### src/rtl/mips_mc_control.sv
// Multicycle MIPS control unit.
// Moore FSM that sequences fetch, decode and the per-instruction execute and
// write-back steps for lw, sw, R-type, beq, addi and j. The only Mealy-style
// signal is pcen, which folds the ALU zero flag into the branch decision.
module mips_mc_control (
    input  logic       clk,
    input  logic       rst_n,
    input  logic [5:0] op,
    input  logic       zero,
    output logic       iord,
    output logic       memwrite,
    output logic       irwrite,
    output logic       regdst,
    output logic       memtoreg,
    output logic       regwrite,
    output logic       alusrca,
    output logic       branch,
    output logic       pcwrite,
    output logic [1:0] alusrcb,
    output logic [1:0] pcsrc,
    output logic [1:0] aluop,
    output logic       pcen,
    output logic [3:0] state
);

    localparam logic [3:0] FETCH   = 4'd0;
    localparam logic [3:0] DECODE  = 4'd1;
    localparam logic [3:0] MEMADR  = 4'd2;
    localparam logic [3:0] MEMRD   = 4'd3;
    localparam logic [3:0] MEMWB   = 4'd4;
    localparam logic [3:0] MEMWR   = 4'd5;
    localparam logic [3:0] RTYPEEX = 4'd6;
    localparam logic [3:0] RTYPEWB = 4'd7;
    localparam logic [3:0] BEQEX   = 4'd8;
    localparam logic [3:0] ADDIEX  = 4'd9;
    localparam logic [3:0] ADDIWB  = 4'd10;
    localparam logic [3:0] JEX     = 4'd11;

    localparam logic [5:0] OP_LW    = 6'b100011;
    localparam logic [5:0] OP_SW    = 6'b101011;
    localparam logic [5:0] OP_RTYPE = 6'b000000;
    localparam logic [5:0] OP_BEQ   = 6'b000100;
    localparam logic [5:0] OP_ADDI  = 6'b001000;
    localparam logic [5:0] OP_J     = 6'b000010;

    logic [3:0] next_state;
    logic [3:0] dec_state;

    // State register: synchronous reset always returns to FETCH, even mid-instruction
    always_ff @(posedge clk) begin
        if (!rst_n) begin
            state <= FETCH;
        end else begin
            state <= next_state;
        end
    end

    // Next-state logic: every state is left after exactly one cycle
    always_comb begin
        next_state = FETCH;
        case (state)
            FETCH:   next_state = DECODE;
            DECODE: begin
                case (op)
                    OP_LW, OP_SW: next_state = MEMADR;
                    OP_RTYPE:     next_state = RTYPEEX;
                    OP_BEQ:       next_state = BEQEX;
                    OP_ADDI:      next_state = ADDIEX;
                    OP_J:         next_state = JEX;
                    default:      next_state = FETCH;
                endcase
            end
            MEMADR: begin
                if (op == OP_LW) begin
                    next_state = MEMRD;
                end else if (op == OP_SW) begin
                    next_state = MEMWR;
                end else begin
                    next_state = FETCH;
                end
            end
            MEMRD:   next_state = MEMWB;
            RTYPEEX: next_state = RTYPEWB;
            ADDIEX:  next_state = ADDIWB;
            default: next_state = FETCH;
        endcase
    end

    // While in reset the datapath controls show the FETCH decode
    assign dec_state = rst_n ? state : FETCH;

    // Output decode per state; write strobes are suppressed while reset is held
    always_comb begin
        iord     = 1'b0;
        memwrite = 1'b0;
        irwrite  = 1'b0;
        regdst   = 1'b0;
        memtoreg = 1'b0;
        regwrite = 1'b0;
        alusrca  = 1'b0;
        branch   = 1'b0;
        pcwrite  = 1'b0;
        alusrcb  = 2'b00;
        pcsrc    = 2'b00;
        aluop    = 2'b00;
        case (dec_state)
            FETCH: begin
                irwrite = 1'b1;
                pcwrite = 1'b1;
                alusrcb = 2'b01;
            end
            DECODE: begin
                alusrcb = 2'b11;
            end
            MEMADR, ADDIEX: begin
                alusrca = 1'b1;
                alusrcb = 2'b10;
            end
            MEMRD: begin
                iord = 1'b1;
            end
            MEMWB: begin
                memtoreg = 1'b1;
                regwrite = 1'b1;
            end
            MEMWR: begin
                iord     = 1'b1;
                memwrite = 1'b1;
            end
            RTYPEEX: begin
                alusrca = 1'b1;
                aluop   = 2'b10;
            end
            RTYPEWB: begin
                regdst   = 1'b1;
                regwrite = 1'b1;
            end
            BEQEX: begin
                alusrca = 1'b1;
                aluop   = 2'b01;
                pcsrc   = 2'b01;
                branch  = 1'b1;
            end
            ADDIWB: begin
                regwrite = 1'b1;
            end
            JEX: begin
                pcsrc   = 2'b10;
                pcwrite = 1'b1;
            end
            default: begin
            end
        endcase
        if (!rst_n) begin
            memwrite = 1'b0;
            irwrite  = 1'b0;
            regwrite = 1'b0;
            pcwrite  = 1'b0;
            branch   = 1'b0;
        end
    end

    assign pcen = pcwrite | (branch & zero);

endmodule

### config.mk
export PLATFORM = sky130hd
export DESIGN_NAME = mips_mc_control
export DESIGN_NICKNAME = d
export VERILOG_FILES = /design/src/rtl/mips_mc_control.sv
export SDC_FILE = /design/constraint.sdc
export NUM_CORES = 1
export LEC_CHECK = 0
export CAP_MARGIN = 20
export CORE_UTILIZATION = 35
export DETAILED_ROUTE_END_ITERATION = 10
export GPL_TIMING_DRIVEN = 0
export PLACE_DENSITY = 0.75
export SYNTH_ARGS = -nofsm -noshare
export SYNTH_HDL_FRONTEND = slang
export SYNTH_SLANG_ARGS = --single-unit
### constraint.sdc
create_clock -name clk -period 2.6 [get_ports clk]
set_clock_uncertainty 0.15 [all_clocks]
set_input_delay 0.52 -clock clk [delete_from_list [all_inputs] [get_ports clk]]
set_output_delay 0.52 -clock clk [all_outputs]
set_load 0.02 [all_outputs]
**Word-level counts from Yosys, hierarchy flattened**

Index checks and enable logic that the tools add are counted.

- Flip-flop bits (word level): 4
- Latch bits: 0
- Bits in writable memories: 0
- Bits in read-only memories: 0
- Input bits: 9
- Output and inout bits: 20
- Word-level logic and storage cells: 55
- Memories kept: 0

- Add/sub/neg operators: 0
- $mul: 0
- Divide/modulo/power cells: 0
- Order comparisons: 0
- Eq/ne operators: 21
- Shift operators: 0
- Muxes and demuxes: 22
- Bitwise logic cells: 2
- Reduce and logical (&&, ||, !) cells: 9

Operator list:

| cell | number |
|---|---|
| 4-bit one-hot mux with 6 select lines | 1 |
| 4-bit by 3-bit == test with 1-bit output, second input constant | 5 |
| 4-bit == test, second input constant | 5 |
| 4-bit one-hot mux with 5 select lines | 1 |
| 4-bit by 2-bit == test with 1-bit output, second input constant | 4 |
| 1-bit 2-to-1 mux | 14 |
| 6-bit == test, second input constant | 2 |
| 4-bit by 1-bit == test with 1-bit output, second input constant | 2 |
| 4-bit zero test | 2 |
| 2-bit one-hot mux with 2 select lines | 2 |
| 2-bit OR reduction | 4 |
| 6-bit by 2-bit == test with 1-bit output, second input constant | 1 |
| 6-bit by 3-bit == test with 1-bit output, second input constant | 1 |
| 6-bit by 4-bit == test with 1-bit output, second input constant | 1 |
| 6-bit zero test | 1 |
| 3-bit 2-to-1 mux | 2 |
| 2-bit one-hot mux with 3 select lines | 1 |
| 4-bit 2-to-1 mux | 1 |
| 4-bit OR reduction | 1 |
| 3-bit OR reduction | 1 |
| 1-bit bitwise AND | 1 |
| 1-bit bitwise OR | 1 |

**Longest topological paths before layout**

Gate-level depths: netlist of run 1.

- Depth after elaboration: 6
- Gate-level depth with buffers: 5
- Mapped depth without buffers: 3

**Worst setup path after synthesis of run 1**

Ideal clock, no wire load.

- Path kind: register -> output
- Start: register state[1]
- End: output pcsrc[0]
- Arrival time: 1.796 ns
- Required time: 1.930 ns
- Path slack: 0.134 ns
- Cell stages (with the launch flop): 5
- Buffers on the path: 3
- Cell sequence: dfxtp_1 > buf_4 > clkbuf_1 > nor4_1 > buf_4

- Longest elaborated chain between the ends: 3
- Elaborated cells on any way between the ends: 4
- Those cells by class: 2 x eq/ne; 2 x mux

RTL lines:

| what | RTL line | text |
|---|---|---|
| start: declaration | 23 | `output logic [3:0] state` |
| start signal: assignment | 54 | `state <= next_state;` |
| 4-bit 2-to-1 mux (*) | 90 | `assign dec_state = rst_n ? state : FETCH;` |
| 4-bit == test | 106 | `case (dec_state)` |
| 2-bit one-hot mux with 2 select lines (*) | 106 |  |
| end: declaration | 20 | `output logic [1:0] pcsrc,` |

Every way passes the cells marked *; elsewhere a longest branch is shown, timed or not.

**Final worst setup path of run 1**

- Start: input rst_n
- End: output pcsrc[1]

- Longest elaborated chain between the ends: 3
- Elaborated cells on any way between the ends: 4
- Those cells by class: 2 x eq/ne; 2 x mux

RTL lines:

| what | RTL line | text |
|---|---|---|
| start: declaration | 7 | `input logic rst_n,` |
| 4-bit 2-to-1 mux (*) | 90 |  |
| 4-bit == test | 106 |  |
| 2-bit one-hot mux with 2 select lines (*) | 106 |  |

Marked as above.

==> results of run 1 <==
-- placed cells by master, fill, tap and decap left out, drive strengths merged, types with 2 or more instances in the layout --
cell,synthesis,routed
nand2,9,9
nor3,7,7
dlygate4sd2,0,6
dfxtp,4,4
nand2b,5,5
or3,3,3
a21boi,2,2
dlymetal6s2s,0,5
o21ai,2,2
nor4,3,3
nor2,6,6
a21oi,8,8
clkbuf,2,5
clkdlybuf4s50,0,15
buf,3,4
-- cells by family after synthesis --
family | after synthesis | synth area share (%)
flops | 4 | 15.8
xor+xnor | 2 | 7.18
simple gates | 41 | 43.8
compound gates | 19 | 25.7
buf+inv | 6 | 7.42
-- power groups by stage --
stage               Sequential, mW  Combinational (mW)  Clock [mW]
finish                      0.0664              0.0784      0.0769
global route                0.0668              0.0849      0.0848
CTS                         0.0663              0.0792      0.0797
detailed placement          0.0672              0.0788           0
global placement            0.0674              0.0786           0
floorplan                   0.0688              0.0388           0
-- layer usage --
layer | wire length [um] | track usage [%] | vias to the layer above
met4 | 16 | 5.17 | 0
met5 | 0 | 0 | -
met2 | 667 | 29.0 | 15
li1 | - | - | 333
met1 | 710 | 30.3 | 299
met3 | 44 | 1.67 | 3
-- layout make-up --
type	count	area, sq um	share of cell area, %
repair buffers	28	283	33.7
clock buffers	3	22.5	2.69
well taps	15	18.8	2.24
inverters	1	3.75	0.448
plain buffers	5	36.3	4.33
flip-flops and latches	4	80.1	9.55
multi-input cells	62	394	47.0
-- how the worst max path moves through the flow --
stage,end,slack (ns),cells after the start
2_1_floorplan,pcsrc[0],0.13,4
3_3_place_gp,pcsrc[0],-0.35,5
3_5_place_dp,pcsrc[0],-0.40,5
4_1_cts,aluop[0],0.06,4
5_1_grt,pcsrc[1],0.001,5
6_report,pcsrc[1],0.1,4
-- metrics by stage --
stage	cells	hold slack (ns)	instance area [sq um]
6_report	118	0.525	838
5_1_grt	118	0.560	838
4_1_cts	118	0.516	826
3_5_place_dp	115	0.507	805
3_3_place_gp	115	0.525	805
2_1_floorplan	72	0.523	505
-- what timing repair did --
action,4_1_cts,5_1_grt
endpoints found under the setup margin,15,5
endpoints found under the hold margin,0,0
gates resized for setup,12,5
-- tightest hold or removal path: stages, from the launching register on --
cell and delay [ns]:
sky130_fd_sc_hd__dfxtp_1 0.38, sky130_fd_sc_hd__inv_1 0.17, sky130_fd_sc_hd__a21oi_1 0.08
==> impl_summary.md, run 1 <==
Setup path
On the critical path the largest part of the delay comes from buffers and inverters. The delay of the slowest cell on the worst path is 0.63 ns. The depth of the most critical reg-to-reg path is 3. The start point of the critical path is rst_n. The signal on the critical path passes through clkdlybuf4s15_1 -> nand2_1 -> nor3_1 -> clkdlybuf4s50_1. The startpoint type of the worst setup path is a primary input. The largest individual stage delay along the critical path comes from the cell sky130_fd_sc_hd__clkdlybuf4s50_1. The end of the worst register-to-register path is state[1]. The data arrival at the endpoint of the critical path is 1.83 ns. Along the worst path, the maximum fanout reaches 8. The critical path capture point type is a primary output. Setup slack on the worst reg-to-reg path comes out at 1.25 ns. The data required time at the worst endpoint is 1.93 ns.

The launch point of the worst reg-to-reg path is state[3]. The count of buffer and inverter cells on the critical path is 2. The critical path class is in -> out.

STA
The achievable frequency is 0.400 GHz. Setup violations remaining at the end of the flow were counted as 0. Setup repair after global routing left no endpoint under its margin. The number of failing hold endpoints at the final stage came to 0. At the pin with the least slew margin, the transition time is 0.331 ns. The slack of the critical path is 0.0991 ns.

Headroom to the max-slew limit came out at 77.8%. The shortest clock period the worst path allows after layout is 2.50 ns. The worst path uses 96.2% of the clock period.

The number of pins exceeding their max-slew limit in the final report came to 0. Summed over all failing endpoints, the final setup total negative slack is 0 ns.

Floorplan
The floorplan die width is 40.0 um. In this run the standard cell core region covers 1320 sq um. The vertical extent of the die is 40.0 um. The number of top-level design ports is 29. The die covers 1600 sq um.

Row generation in the floorplan step produced 13 rows. Once the floorplan was initialized, standard cells occupied 38.4% of the core.

Clock network
Once the clock tree was built, the setup fixing pass inserted 0 buffers. The number of sinks on the clock net is 4. The tree is rooted in a sky130_fd_sc_hd__clkbuf_4. TritonCTS built the clock tree.

The later pin in the worst-skew pair is clocked with a latency of 0.24 ns. After clock tree synthesis, the clock-pin slew on the worst setup and hold paths is 0.04 ns. The count of H-tree levels built during CTS is 1. The number of buffers inserted for hold repair after clock tree synthesis is 0. The CTS buffer count is 3.

The buffer depth of the longest clock path is 2.

Synthesis
The sequential element share of the synthesized area is 15.8%. By area the synthesized netlist is led by sky130_fd_sc_hd__dfxtp_1, sky130_fd_sc_hd__a21oi_1, sky130_fd_sc_hd__nor3_1, sky130_fd_sc_hd__nand2_1, sky130_fd_sc_hd__xnor2_4. The synthesized net count is 81. The async set-reset flop share out of synthesis is 0%. Of all cell types, the one taking the most synthesized area is sky130_fd_sc_hd__dfxtp_1.

By count the netlist is led by sky130_fd_sc_hd__nand2_1, sky130_fd_sc_hd__a21oi_1, sky130_fd_sc_hd__nor3_1. Yosys instantiated no cell more often than sky130_fd_sc_hd__nand2_1. The top flip-flop cell by instance count after synthesis is sky130_fd_sc_hd__dfxtp_1.

The total of flip-flops plus latches after synthesis is 4. The cell count after synthesis came out at 72. The netlist uses 32 different library cells. Counting flops with a built-in enable in the synthesized netlist gives 0.

The portion of synthesized cell area occupied by the leading cell type is 15.8%. The synthesis warning total is 0. Summing every instance area after synthesis gives 505 sq um. The average footprint of a synthesized cell is 7.02 sq um.

Finish
0 antenna diodes ended up in the layout. The post-synthesis to final-layout area growth is 65.8%. In the final layout, the registers with the most flip-flops are state x4. The number of flip-flops in the largest register is 4. Measured on the finished design, the core utilization comes to 63.6%. The net count reported at finish is 114.

Ranked by flip-flop count, first place goes to state. The fraction of final layout cells with drive strength greater than 1 is 14.6%. Fill cells in the final layout number 128.

Power and ir drop
Registers are responsible for 30.0% of the overall power. The combinational share of power is 35.4%. The total power consumption of the routed design is 222 uW. Power spread over the standard cell area amounts to 264 nW/um^2. In this run the static leakage power is 0.388 nW.

The clock network accounts for 34.7% of the total power. The switching power is 67.3 uW. The switching portion of total power is 30.4%. Across the VDD grid, the largest voltage drop is 0.153 mV.

The internal portion of the total power is 154 uW.

Routing
After detailed routing, the number of remaining DRC violations is 0. The overall routed net length is 1.44 mm. In this run the remaining antenna-violating nets after routing total 0. Dividing the detail-routed wire length by the instance count gives 12.2 um.

After the first detailed-routing iteration, the DRC count stood at 18. The number of detailed-routing iterations run before antenna repair is 3. The detailed router placed 650 vias in this run.

The routed via count divided by cell count is 5.51.

Min path
The end point of the most critical hold path is state[3]. The source of the worst hold timing path is state[3]. The class of the most critical hold timing path is reg -> reg. The worst hold path was traced through 2 stages.

Placed design
The minimum setup slack after placement is -0.399 ns. The count of port buffers added during placement is 28. The HPWL reported at the end of detailed placement is 1.07 mm.

The global placement routability congestion is 0.887.

GRT
The number of global-route vias before repair was 470. Across every metal layer, demand over resource in global routing totals 19.8%. The initial antenna violation count was 0. The first global-routing pass estimated 2.17 mm of wire.

Entering global routing, the biggest net connects 11 pins. For this run the aggregate overflow at the end of global routing stands at 0.

Status
The run finished with clean final reports.

Run
The number of max-capacitance violations reported is 0.
(Power assumes the default switching activity.)
==> inputs of run 2 (changes only) <==
Settings changed: DONT_BUFFER_PORTS from default to 1, MAX_ROUTING_LAYER from default to met4, PLACE_DENSITY 0.75 to default.
==> run 2 against run 1 <==
- clock power shrank 1%
- hold slack worse by 0.17 ns
- first-iteration DRC count is the same
- global-route usage shrank 2.1 points
- via count fell by 17%
- worst setup slack got worse by 0.038 ns
- cell count down 24%
- largest cell class unchanged
- highest routed layer is now met3
==> impl_summary.md, run 2 (synthesis gave the netlist of run 1 again) <==
Status
The flow ran to the end, and the final reports show no timing, DRC or antenna violations.

Placed design
The cell count after placement is 87 (-24%). The global placement routability congestion is 0.756 (-15%). The minimum setup slack after placement is 0.00568 ns (+0.404 ns). The count of port buffers added during placement was 0 (-100%).

The HPWL reported at the end of detailed placement is 969 um (-9.8%).

STA
The final period utilization is 97.7% (+1.5 points). The aggregate negative setup slack is 0 ns (unchanged). The number of failing hold endpoints at the final stage was 0 (unchanged). Setup repair after global routing could not meet its margin everywhere. The slack of the critical path is 0.0609 ns (-0.0382 ns).

The achievable frequency is 0.394 GHz (-1.5%). The actual slew at the worst max-slew pin is 0.914 ns (+0.583 ns). The setup violation total in the final timing report was 0 (unchanged). The shortest clock period the worst path allows after layout is 2.54 ns (+0.0382 ns). The worst max-slew margin expressed relative to the limit is 38.5% (-39 points).

The number of pins exceeding their max-slew limit in the final report is 0 (unchanged).

Setup path
The setup path with the least slack is of type reg -> out. The delay of the slowest cell on the worst path is 0.61 ns (-0.02 ns). The worst setup path is launched from a flip-flop. The data arrival at the endpoint of the critical path is 1.87 ns (+0.04 ns).

The maximum fanout along the worst path was 10 (+2). The launch point of the worst reg-to-reg path is state[1]. The end of the worst register-to-register path is state[2]. The data required time at the worst endpoint was 1.93 ns (about the same). The critical path goes through buf_4 -> clkbuf_1 -> nor4_2 -> buf_4. The register-to-register setup slack is 1.07 ns (-0.18 ns). The most numerous cell type found on the critical path is sky130_fd_sc_hd__buf_4. Among all stages on the critical path, the largest delay is contributed by sky130_fd_sc_hd__nor4_2.

The depth of the most critical reg-to-reg path is 4 (+1). The critical path capture point type is a primary output.

Routing
The post-detailed-route DRC marker count is 0 (unchanged). The routed via count divided by cell count is 5.99 (+8.7%). The overall routed net length is 1.28 mm (-11%). The average wire length per cell after detail routing is 14.2 um (+17%).

The total vias in the final route is 539 (-17%). The number of detailed-routing iterations run before antenna repair came to 4 (+1). The DRC violation total after the first TritonRoute iteration came to 18 (unchanged). The number of routed nets with antenna violations is 0 (unchanged).

Min path
The end point of the most critical hold path is state[0]. The source of the worst hold timing path is rst_n. The class of the most critical hold timing path is in -> reg.

The number of cells on the worst hold path is 2 (unchanged).

GRT
The largest net degree at the start of global routing came to 11 (unchanged). The total overflow reported by the global router came to 0 (unchanged). The aggregate global-route resource usage is 17.7% (-2.1 points). The wire length of the first global-routing pass is 1.88 mm (-13%). The initial antenna violation count is 0 (unchanged). The number of global-route vias before repair is 460 (-2.1%).

Clock network
The TritonCTS clock tree is done. The CTS buffer count came to 3 (unchanged). The clock slew at the register clock pins of the worst setup and hold paths is 0.04 ns (about the same).

The number of gates resized after CTS is 1 (-11). The number of sinks on the clock net is 4 (unchanged). The insertion delay of the later-clocked pin in the worst-skew pair was 0.23 ns (about the same). The count of H-tree levels built during CTS came to 1 (unchanged). The number of buffers inserted for hold repair after clock tree synthesis was 0 (unchanged). The cell chosen for the clock root is sky130_fd_sc_hd__clkbuf_4. The buffer depth of the longest clock path is 2 (unchanged). The setup fix buffers added after clock tree synthesis is 0 (unchanged).

Power and ir drop
The total power per unit cell area came to 339 nW/um^2 (+28%). The total power consumption of the routed design is 189 uW (-15%). The static leakage was 0.174 nW (-55%). The worst IR drop on VDD came to 0.192 mV (+26%).

Finish
The net count reported at finish is 86 (-25%). The fraction of final layout cells with drive strength greater than 1 is 17.3% (+2.8 points). The library cell used most frequently in the layout, excluding fill and tap cells, is sky130_fd_sc_hd__nand2_1. The largest registers in the layout are state x4.

The number of flip-flops in the largest register is 4 (unchanged). The final standard cell utilization of the core came to 42.4% (-21 points). The post-synthesis to final-layout area growth is 10.4%. The register name with the most flops is state. In the layout the commonest cells are sky130_fd_sc_hd__nand2_1, sky130_fd_sc_hd__a21oi_1, sky130_fd_sc_hd__nor2_1, sky130_fd_sc_hd__nor3_1. The count of inserted antenna diode cells is 0 (unchanged). The final non-filler cell total was 90 (-24%).

Floorplan
The area inside the core boundary came to 1320 sq um (unchanged). The vertical extent of the die is 40.0 um (unchanged). The number of top-level design ports was 29 (unchanged). The die area was 1600 sq um (unchanged). The initial core utilization was 38.4% (unchanged). The floorplan die width is 40.0 um (unchanged). The row count is 13 (unchanged).

Run
The number of max-capacitance violations reported came to 0 (unchanged).
[run 2: report_power, final]
group	leakage [nW]	internal, mW	switching (mW)
Clock	0.0138	0.0516	0.0246
Sequential	0.0326	0.0635	0.00542
Combinational	0.127	0.0183	0.0260
[run 2: area by class of cell]
cell class	instances	area, sq um
Tap cell	15	18.8
Clock buffer	3	22.5
Multi-Input combinational cell	62	399
Sequential cell	4	80.1
Fill cell	149	759
Buffer	5	33.8
Inverter	1	3.75
[run 2: metal layers]
layer	track usage (%)	vias up	routed length, um
li1	-	274	-
met1	24.2	241	629
met2	25.4	24	535
met3	7.78	0	115
met4	0	0	0
met5	-	-	0
[run 2: how the worst max path moves through the flow]
| stage | start | end | slack, ns | cells after the start |
|---|---|---|---|---|
| finish | state[1] | pcsrc[0] | 0.06 | 4 |
| global placement | state[1] | pcsrc[0] | 0.01 | 4 |
| CTS | state[1] | pcsrc[0] | 0.04 | 4 |
| floorplan | state[1] | pcsrc[0] | 0.13 | 4 |
| global route | state[1] | irwrite | -0.03 | 3 |
| detailed placement | state[1] | pcsrc[0] | 0.006 | 4 |
[run 2: stage by stage]
step	hold WS (ns)	area (sq um)
after floorplan	0.523	505
after global placement	0.590	524
after detailed placement	0.594	524
after CTS	0.350	553
after global routing	0.351	558
final	0.353	558
[run 2: critical path: cells and delay by family, from the launching register on]
| kind | cells | cell delay [ns] |
|---|---|---|
| simple gates | 1 | 0.61 |
| flops | 1 | 0.36 |
| buf+inv | 3 | 0.66 |
